==> src/rtl/id_ex_stage_pkg.sv <==
// Shared types and constants for the ID/EX pipeline stage.
package id_ex_stage_pkg;

  localparam int unsigned XLenDefault = 32;
  localparam int unsigned CntWDefault = 16;
  localparam int unsigned RegIdxW     = 5;
  localparam int unsigned AluOpW      = 4;

  // ALU operation encodings carried on the ALUOp control field.
  typedef enum logic [AluOpW-1:0] {
    AluAdd  = 4'h0,
    AluSub  = 4'h1,
    AluAnd  = 4'h2,
    AluOr   = 4'h3,
    AluXor  = 4'h4,
    AluSll  = 4'h5,
    AluSrl  = 4'h6,
    AluSra  = 4'h7,
    AluSlt  = 4'h8,
    AluSltu = 4'h9,
    AluLui  = 4'ha,
    AluPass = 4'hb
  } alu_op_e;

  // Decode control bundle travelling down the pipe with the instruction.
  typedef struct packed {
    logic              reg_write;
    logic              mem_read;
    logic              mem_write;
    logic              alu_src;
    logic [AluOpW-1:0] alu_op;
  } ctl_t;

  localparam ctl_t CtlBubble = '0;

  // Controls of an empty slot must never cause side effects downstream.
  function automatic ctl_t gate_ctl(input ctl_t ctl, input logic valid);
    return valid ? ctl : CtlBubble;
  endfunction

endpackage

==> src/rtl/id_ex_stage_hazard_detect.sv <==
// Load-use hazard detection and front-end stall decision (purely combinational).
module id_ex_stage_hazard_detect
  import id_ex_stage_pkg::*;
(
  input  logic               rst_ni,
  input  logic               ex_valid_i,
  input  logic               ex_mem_read_i,
  input  logic [RegIdxW-1:0] ex_rd_i,
  input  logic               id_valid_i,
  input  logic [RegIdxW-1:0] id_rs1_i,
  input  logic [RegIdxW-1:0] id_rs2_i,
  input  logic               id_use_rs1_i,
  input  logic               id_use_rs2_i,
  input  logic               flush_i,
  input  logic               hold_i,
  output logic               lu_o,
  output logic               stall_o
);

  logic rs1_hit, rs2_hit;

  // A load in EX whose result the decode slot needs cannot be forwarded in time.
  always_comb begin
    rs1_hit = id_use_rs1_i && (id_rs1_i == ex_rd_i);
    rs2_hit = id_use_rs2_i && (id_rs2_i == ex_rd_i);
    lu_o    = ex_valid_i && ex_mem_read_i && (ex_rd_i != '0) && id_valid_i
              && (rs1_hit || rs2_hit);
    // Flush redirects the front end, so freezing it would be wrong; reset forces 0.
    stall_o = rst_ni && !flush_i && (hold_i || lu_o);
  end

endmodule

==> src/rtl/id_ex_stage.sv <==
// ID/EX pipeline register with load-use bubble insertion, flush, hold and stall counter.
module id_ex_stage
  import id_ex_stage_pkg::*;
#(
  parameter int unsigned XLEN  = XLenDefault,
  parameter int unsigned CNT_W = CntWDefault
) (
  input  logic               clk,
  input  logic               rst_n,
  input  logic               id_valid_in,
  input  logic [RegIdxW-1:0] id_Rs1_in,
  input  logic [RegIdxW-1:0] id_Rs2_in,
  input  logic [RegIdxW-1:0] id_Rd_in,
  input  logic               id_use_Rs1_in,
  input  logic               id_use_Rs2_in,
  input  logic               id_Ctl_RegWrite_in,
  input  logic               id_Ctl_MemRead_in,
  input  logic               id_Ctl_MemWrite_in,
  input  logic               id_Ctl_ALUSrc_in,
  input  logic [AluOpW-1:0]  id_Ctl_ALUOp_in,
  input  logic [XLEN-1:0]    id_PC_in,
  input  logic [XLEN-1:0]    id_Imm_in,
  input  logic [XLEN-1:0]    id_Rs1_data_in,
  input  logic [XLEN-1:0]    id_Rs2_data_in,
  input  logic               flush_in,
  input  logic               hold_in,
  output logic               ex_valid_out,
  output logic [RegIdxW-1:0] ex_Rs1_out,
  output logic [RegIdxW-1:0] ex_Rs2_out,
  output logic [RegIdxW-1:0] ex_Rd_out,
  output logic               ex_Ctl_RegWrite_out,
  output logic               ex_Ctl_MemRead_out,
  output logic               ex_Ctl_MemWrite_out,
  output logic               ex_Ctl_ALUSrc_out,
  output logic [AluOpW-1:0]  ex_Ctl_ALUOp_out,
  output logic [XLEN-1:0]    ex_PC_out,
  output logic [XLEN-1:0]    ex_Imm_out,
  output logic [XLEN-1:0]    ex_Rs1_data_out,
  output logic [XLEN-1:0]    ex_Rs2_data_out,
  output logic               stall_out,
  output logic [CNT_W-1:0]   stall_cnt_out
);

  logic               ex_valid_q,    ex_valid_d;
  logic [RegIdxW-1:0] ex_rs1_q,      ex_rs1_d;
  logic [RegIdxW-1:0] ex_rs2_q,      ex_rs2_d;
  logic [RegIdxW-1:0] ex_rd_q,       ex_rd_d;
  ctl_t               ex_ctl_q,      ex_ctl_d;
  logic [XLEN-1:0]    ex_pc_q,       ex_pc_d;
  logic [XLEN-1:0]    ex_imm_q,      ex_imm_d;
  logic [XLEN-1:0]    ex_rs1_data_q, ex_rs1_data_d;
  logic [XLEN-1:0]    ex_rs2_data_q, ex_rs2_data_d;
  logic [CNT_W-1:0]   stall_cnt_q,   stall_cnt_d;

  ctl_t id_ctl;
  logic lu;
  logic bubble;

  assign id_ctl = '{
    reg_write: id_Ctl_RegWrite_in,
    mem_read:  id_Ctl_MemRead_in,
    mem_write: id_Ctl_MemWrite_in,
    alu_src:   id_Ctl_ALUSrc_in,
    alu_op:    id_Ctl_ALUOp_in
  };

  id_ex_stage_hazard_detect u_hazard_detect (
    .rst_ni        (rst_n),
    .ex_valid_i    (ex_valid_q),
    .ex_mem_read_i (ex_ctl_q.mem_read),
    .ex_rd_i       (ex_rd_q),
    .id_valid_i    (id_valid_in),
    .id_rs1_i      (id_Rs1_in),
    .id_rs2_i      (id_Rs2_in),
    .id_use_rs1_i  (id_use_Rs1_in),
    .id_use_rs2_i  (id_use_Rs2_in),
    .flush_i       (flush_in),
    .hold_i        (hold_in),
    .lu_o          (lu),
    .stall_o       (stall_out)
  );

  // Next EX slot: flush > hold > load-use bubble > normal capture.
  always_comb begin
    ex_valid_d    = ex_valid_q;
    ex_rs1_d      = ex_rs1_q;
    ex_rs2_d      = ex_rs2_q;
    ex_rd_d       = ex_rd_q;
    ex_ctl_d      = ex_ctl_q;
    ex_pc_d       = ex_pc_q;
    ex_imm_d      = ex_imm_q;
    ex_rs1_data_d = ex_rs1_data_q;
    ex_rs2_data_d = ex_rs2_data_q;
    stall_cnt_d   = stall_cnt_q;

    bubble = flush_in || (!hold_in && lu);

    if (bubble) begin
      ex_valid_d    = 1'b0;
      ex_rs1_d      = '0;
      ex_rs2_d      = '0;
      ex_rd_d       = '0;
      ex_ctl_d      = CtlBubble;
      ex_pc_d       = '0;
      ex_imm_d      = '0;
      ex_rs1_data_d = '0;
      ex_rs2_data_d = '0;
    end else if (!hold_in) begin
      ex_valid_d    = id_valid_in;
      ex_rs1_d      = id_Rs1_in;
      ex_rs2_d      = id_Rs2_in;
      ex_rd_d       = id_Rd_in;
      ex_ctl_d      = gate_ctl(id_ctl, id_valid_in);
      ex_pc_d       = id_PC_in;
      ex_imm_d      = id_Imm_in;
      ex_rs1_data_d = id_Rs1_data_in;
      ex_rs2_data_d = id_Rs2_data_in;
    end

    // Only bubbles that actually get inserted are counted; saturate instead of wrapping.
    if (!flush_in && !hold_in && lu && !(&stall_cnt_q)) begin
      stall_cnt_d = stall_cnt_q + CNT_W'(1);
    end
  end

  // EX pipeline register and stall counter.
  always_ff @(posedge clk or negedge rst_n) begin
    if (!rst_n) begin
      ex_valid_q    <= 1'b0;
      ex_rs1_q      <= '0;
      ex_rs2_q      <= '0;
      ex_rd_q       <= '0;
      ex_ctl_q      <= CtlBubble;
      ex_pc_q       <= '0;
      ex_imm_q      <= '0;
      ex_rs1_data_q <= '0;
      ex_rs2_data_q <= '0;
      stall_cnt_q   <= '0;
    end else begin
      ex_valid_q    <= ex_valid_d;
      ex_rs1_q      <= ex_rs1_d;
      ex_rs2_q      <= ex_rs2_d;
      ex_rd_q       <= ex_rd_d;
      ex_ctl_q      <= ex_ctl_d;
      ex_pc_q       <= ex_pc_d;
      ex_imm_q      <= ex_imm_d;
      ex_rs1_data_q <= ex_rs1_data_d;
      ex_rs2_data_q <= ex_rs2_data_d;
      stall_cnt_q   <= stall_cnt_d;
    end
  end

  assign ex_valid_out        = ex_valid_q;
  assign ex_Rs1_out          = ex_rs1_q;
  assign ex_Rs2_out          = ex_rs2_q;
  assign ex_Rd_out           = ex_rd_q;
  assign ex_Ctl_RegWrite_out = ex_ctl_q.reg_write;
  assign ex_Ctl_MemRead_out  = ex_ctl_q.mem_read;
  assign ex_Ctl_MemWrite_out = ex_ctl_q.mem_write;
  assign ex_Ctl_ALUSrc_out   = ex_ctl_q.alu_src;
  assign ex_Ctl_ALUOp_out    = ex_ctl_q.alu_op;
  assign ex_PC_out           = ex_pc_q;
  assign ex_Imm_out          = ex_imm_q;
  assign ex_Rs1_data_out     = ex_rs1_data_q;
  assign ex_Rs2_data_out     = ex_rs2_data_q;
  assign stall_cnt_out       = stall_cnt_q;

endmodule

==> config.mk <==
export PLATFORM = sky130hd
export DESIGN_NAME = id_ex_stage
export DESIGN_NICKNAME = d
export VERILOG_FILES = /design/src/rtl/id_ex_stage_pkg.sv /design/src/rtl/id_ex_stage_hazard_detect.sv /design/src/rtl/id_ex_stage.sv
export SDC_FILE = /design/constraint.sdc
export NUM_CORES = 1
export LEC_CHECK = 0
export BUFFER_PORTS_ARGS = -buffer_cell sky130_fd_sc_hd__buf_2
export CORE_AREA = 2 2 128 130
export CTS_BUF_LIST = sky130_fd_sc_hd__clkbuf_8 sky130_fd_sc_hd__clkbuf_16
export DETAILED_ROUTE_END_ITERATION = 16
export DIE_AREA = 0 0 130 132
export PLACE_DENSITY = 0.72
export SKIP_LAST_GASP = 1
export SYNTH_ARGS = -nofsm -noshare
export SYNTH_HDL_FRONTEND = slang
export SYNTH_SLANG_ARGS = --single-unit
==> constraint.sdc <==
create_clock -name clk -period 3.6 [get_ports clk]
set_clock_uncertainty 0.1 [all_clocks]
set_input_delay 0.36 -clock clk [delete_from_list [all_inputs] [get_ports clk]]
set_output_delay 0.36 -clock clk [all_outputs]
set_load 0.05 [all_outputs]
Word level (Yosys, flattened, before mapping):

Cells that the tools add are included.

* output and inout port bits: 169
* register bits after elaboration: 168
* word-level logic and storage cells: 57

* reductions and logical operators: 20
* add/subtract/negate cells: 1
* equal/unequal tests: 3
* muxes and demuxes: 19

Operators with widths (count)
* 32-bit two-way mux: 8
* 5-bit two-way mux: 6
* 8-bit two-way mux: 3
* 16-bit by 1-bit adder with 16-bit output, second input constant: 1
* 16-bit AND reduction: 1
* 1-bit logical AND: 12
* 5-bit == test: 2
* 5-bit nonzero test: 1
* 1-bit zero test: 3
* 1-bit logical OR: 3
* 1-bit two-way mux: 2
* 2-bit by 1-bit != test with 1-bit output, second input constant: 1

Longest topological paths before layout:

* word-level depth: 7
* mapped depth: 8
* gate-level depth less buffers: 6

Modules after synthesis:

A second synthesis with hierarchy kept.

* cells, all modules: 433
* area total of the unflattened synthesis: 6311.1 um^2

By module, submodules not included
* id_ex_stage: area an instance 6140.9 um^2, instances 1, seq. area each 4204.0 um^2, cells each 413
* id_ex_stage_hazard_detect: area an instance 170.2 um^2, instances 1, seq. area each 0.0 um^2, cells each 20

Worst setup path after synthesis:

Ideal clock, no wire load.

* kind: reg2out
* start point: register ex_rd_q[3], in the netlist ex_Rd_out[3]
* end point: output stall_out
* cell stages (with the launch flop): 7
* data arrival time: 2173 ps
* setup slack: 967 ps
* path through: dfrtp_1 xor2_1 nor4_2 a32oi_2 clkbuf_1 nor3_1 o211a_1

* word-level cells in the longest chain between the ends: 6
* elaborated cells on any way between the ends: 11
* those cells by class: eq/ne: 2; reduce/logical: 9

RTL lines
* start: declaration: RTL line id_ex_stage.sv:47 `logic [RegIdxW-1:0] ex_rd_q, ex_rd_d;`
* start signal: assignment: RTL line id_ex_stage.sv:143 `ex_rd_q <= ex_rd_d;`
* 5-bit == test (tied with other cells): RTL line id_ex_stage_hazard_detect.sv:24 `rs1_hit = id_use_rs1_i && (id_rs1_i == ex_rd_i);`
* 1-bit logical AND, on equally long branches: RTL line id_ex_stage_hazard_detect.sv:24, id_ex_stage_hazard_detect.sv:25, id_ex_stage_hazard_detect.sv:26
* 1-bit logical OR or 1-bit logical AND (tied branches): RTL line id_ex_stage_hazard_detect.sv:27, id_ex_stage_hazard_detect.sv:26
* 1-bit logical AND *: RTL line id_ex_stage_hazard_detect.sv:27 `&& (rs1_hit || rs2_hit);`
* 1-bit logical OR *: RTL line id_ex_stage_hazard_detect.sv:29 `stall_o = rst_ni && !flush_i && (hold_i || lu_o);`
* 1-bit logical AND *: RTL line id_ex_stage_hazard_detect.sv:29
* end: declaration: RTL line id_ex_stage.sv:40 `output logic stall_out,`

Every way passes the cells marked *; elsewhere a longest branch is shown, timed or not.

Worst setup path after layout:

Ends and elaborated chain as after synthesis.

==> metrics <==
run status=complete, but fails checks; violated checks=negative hold slack; maximum frequency from static timing analysis=342.2 MHz; All-Layer GR Usage=20.12%; clk slew on worst S/H paths=0.06 ns; net count of the mapped netlist=598; WP data arrival=2.46 ns; Reg area=4204 um2; Largest stage delay, worst path=0.45 ns; final-stage net count=911; Seq/Total Area, Yosys=66.50%; total power draw=4625 uW; Horiz. Die Dim=130 um; share of the synthesized area in the top cell type=66.50%; fraction of synthesis flops using an asynchronous set or reset pin=100.0%; ordered list of cells on the worst path=xor2_1 > nor4_2 > a32oi_2 > nor3_1 > o211a_1 > buf_2; largest net degree at the start of global routing=169; post-detailed-route via-to-cell ratio=5.160; summed instance area of the synthesized netlist=6322 um2; clock tree root driver cell=clkbuf_16; dominant cell type by area after synthesis=dfrtp_1; antenna-violating nets left=0; Final setup viols=0; initial antenna violation count=0; port buffer count=326; main combinational cell family by area after synthesis=compound AO/OA/AOI/OAI gates; final routed wire length divided by cell count=17.80 um; leakage power=0.004874 uW; element type at the critical path end=output pin; most common cell in the synthesized netlist=dfrtp_1; cts bufs inserted=17; list of most frequent post-synthesis cells=dfrtp_1 (168), a22o_1 (144), clkbuf_1 (24); vias in the first global route=5,181; cells taking the most area after synthesis=dfrtp_1 (66%), a22o_1 (20%), xor2_1 (2.9%); setup tns final=0 ns; Cell Count Post-Placement=949; I/O pin count=327; complex-gate fraction of the synthesized area=22.07%; transition time at the pin with the least slew margin=0.8893 ns; post-synthesis to final-layout area growth=37.26%; Max VDD drop=0.2980 mV; count of antenna diodes in the layout=0; Mapped Cells=439; vias=5,052; clock tree from TritonCTS=built; DRT Wirelength=17.43 mm; post-route clock period utilization=81.18%; worst hold path type=input pin to asynchronous set/reset pin; time the final worst path needs with I/O delays and setup=2.922 ns; setup repair after global routing missed its margin=false; number of H-tree branching levels=4; Detailed Routing Iterations Pass 1=4; later-pin clock latency in the skew report=0.41 ns; combined area of the multi-input logic cells=1913 um2; relative slew slack=40.72%; total gr overflow=0; cts hold-fix bufs=0; maximum capacitance violations=0; fill count=1,341; total of warnings raised by yosys=0; final max-slew violation count=0; pwr/cell area=532.9 nW/um2; height of the chip=132 um; number of cell rows=46; post-synthesis adder-cell area fraction=0.1979%; Final Wtd Congestion=0.8252; fraction of synthesized cell area in xor and xnor cells=3.325%; share of cells above drive strength 1=48.23%; number of enable flip-flop cells after synthesis=0; mux cell area share after synthesis=0.3562%; number of buffers between clock root and the deepest sink=2; worst hold slack after final layout=-0.04016 ns; Required @ worst endpoint=3.14 ns; non-filler instance count after layout=979; post-route DRC violation count=0; worst-path cell with the longest stage delay=dfrtp_1; DR iter-0 viols=234; Resize count post-CTS=0; WS Path Type=flip-flop to output pin; Die ar.=17,160 um2; core box area=15,710 um2; number of hold violations in the final report=3; maximum net fanout on the critical path=17; clk sink count=168; kind of start point of the critical path=flip-flop; wire length of the first global-routing pass=27.12 mm; synthesized flop and latch total=168; post-CTS setup buffer count=0; number of library cell types mapped by synthesis=28; Top FF cell, synth=dfrtp_1; post-detail-place hpwl=12.02 mm; syn avg cell area=14.40 um2; Initial Util=40.24%; simple logic cell fraction of the synthesized area=4.176%
-- stage by stage --
step | util, % | setup WS [ns] | area (um2)
2_1_floorplan | - | 0.9671 | 6322
3_3_place_gp | 51.47 | 0.8963 | 8088
3_5_place_dp | 51.47 | 0.8100 | 8088
4_1_cts | 55.23 | 0.6403 | 8678
5_1_grt | 55.23 | 0.5101 | 8678
6_report | 55.23 | 0.6776 | 8678
-- path summary, 6_finish.rpt --
path                                               startpoint                             end  slack, ns  cells past startpoint
min in group clk                                 id_PC_in[14]       ex_PC_out[14]$_DFFE_PN0P_       0.06                      2
max in group asynchronous                               rst_n       ex_Imm_out[1]$_DFFE_PN0P_       2.75                      2
worst min-delay path                                    rst_n    stall_cnt_out[0]$_DFFE_PN0P_      -0.04                      2
worst min register to register  ex_Ctl_ALUSrc_out$_DFFE_PN0P_   ex_Ctl_ALUSrc_out$_DFFE_PN0P_       0.39                      1
worst max register to register       ex_Rd_out[3]$_DFFE_PN0P_  ex_Rs1_data_out[5]$_DFFE_PN0P_       0.76                      6
worst max-delay path                 ex_Rd_out[3]$_DFFE_PN0P_                       stall_out       0.68                      6
-- where the power goes --
group / switching (uW) / internal, uW
sequential: 56.9 / 1980
clock: 733 / 1100
combinational: 541 / 208
total: 1330 / 3290
-- metal layers --
layer / vias to the layer above / global-route usage [%] / routed length, um
met5: - / 0 / 0
met4: 0 / 7.109 / 265
met3: 21 / 5.357 / 1322
met2: 250 / 34.41 / 8963
met1: 2469 / 24.36 / 6876
li1: 2312 / - / -
-- sequential cells by signal (all words and copies together) (netlist names) --
signal               flops
ex_Imm_out              32
ex_PC_out               32
ex_Rs1_data_out         32
ex_Rs2_data_out         32
stall_cnt_out           16
ex_Rd_out                5
ex_Rs1_out               5
ex_Rs2_out               5
ex_Ctl_ALUOp_out         4
ex_Ctl_ALUSrc_out        1
ex_Ctl_MemRead_out       1
ex_Ctl_MemWrite_out      1
ex_Ctl_RegWrite_out      1
ex_valid_out             1
-- area by class of cell --
type	count	area share (%)
repair buffers	330	19.51
multi-input cells	233	22.04
flip-flops and latches	168	48.44
clock buffers	18	5.061
clock inverters	12	1.745
inverters	2	0.08651
well taps	216	3.114
-- cell families (layout without fill, tap and decap cells) --
logic type | after synthesis | count (layout)
DFF | 168 | 168
AOI/OAI and AO/OA | 157 | 157
and+or+nand+nor | 49 | 49
buffers and inverters | 38 | 362
xor gates and xnor gates | 24 | 24
muxes | 2 | 2
adders and majority gates | 1 | 1
-- cell usage in the layout (no fill, tap or decap), types with 3 or more instances in the layout --
| cell type | instances |
|---|---|
| clkinv_2 | 3 |
| inv_6 | 3 |
| xor2_1 | 21 |
| clkbuf_16 | 17 |
| nor2_1 | 6 |
| xnor2_1 | 3 |
| dfrtp_1 | 168 |
| nand4_1 | 7 |
| nand3_1 | 6 |
| a32o_1 | 8 |
| nor4_1 | 7 |
| nor3_1 | 9 |
| bufinv_16 | 3 |
| a22o_1 | 144 |
| nand2_1 | 7 |
| buf_2 | 325 |
| inv_1 | 3 |
-- worst max-delay path, delay by kind of cell (launching register included) --
| family | cells | cell delay [ns] |
|---|---|---|
| simple gates | 2 | 0.60 |
| compound gates | 2 | 0.53 |
| flops | 1 | 0.45 |
| buf+inv | 1 | 0.26 |
| xor+xnor | 1 | 0.20 |
(Power assumes the default switching activity.)
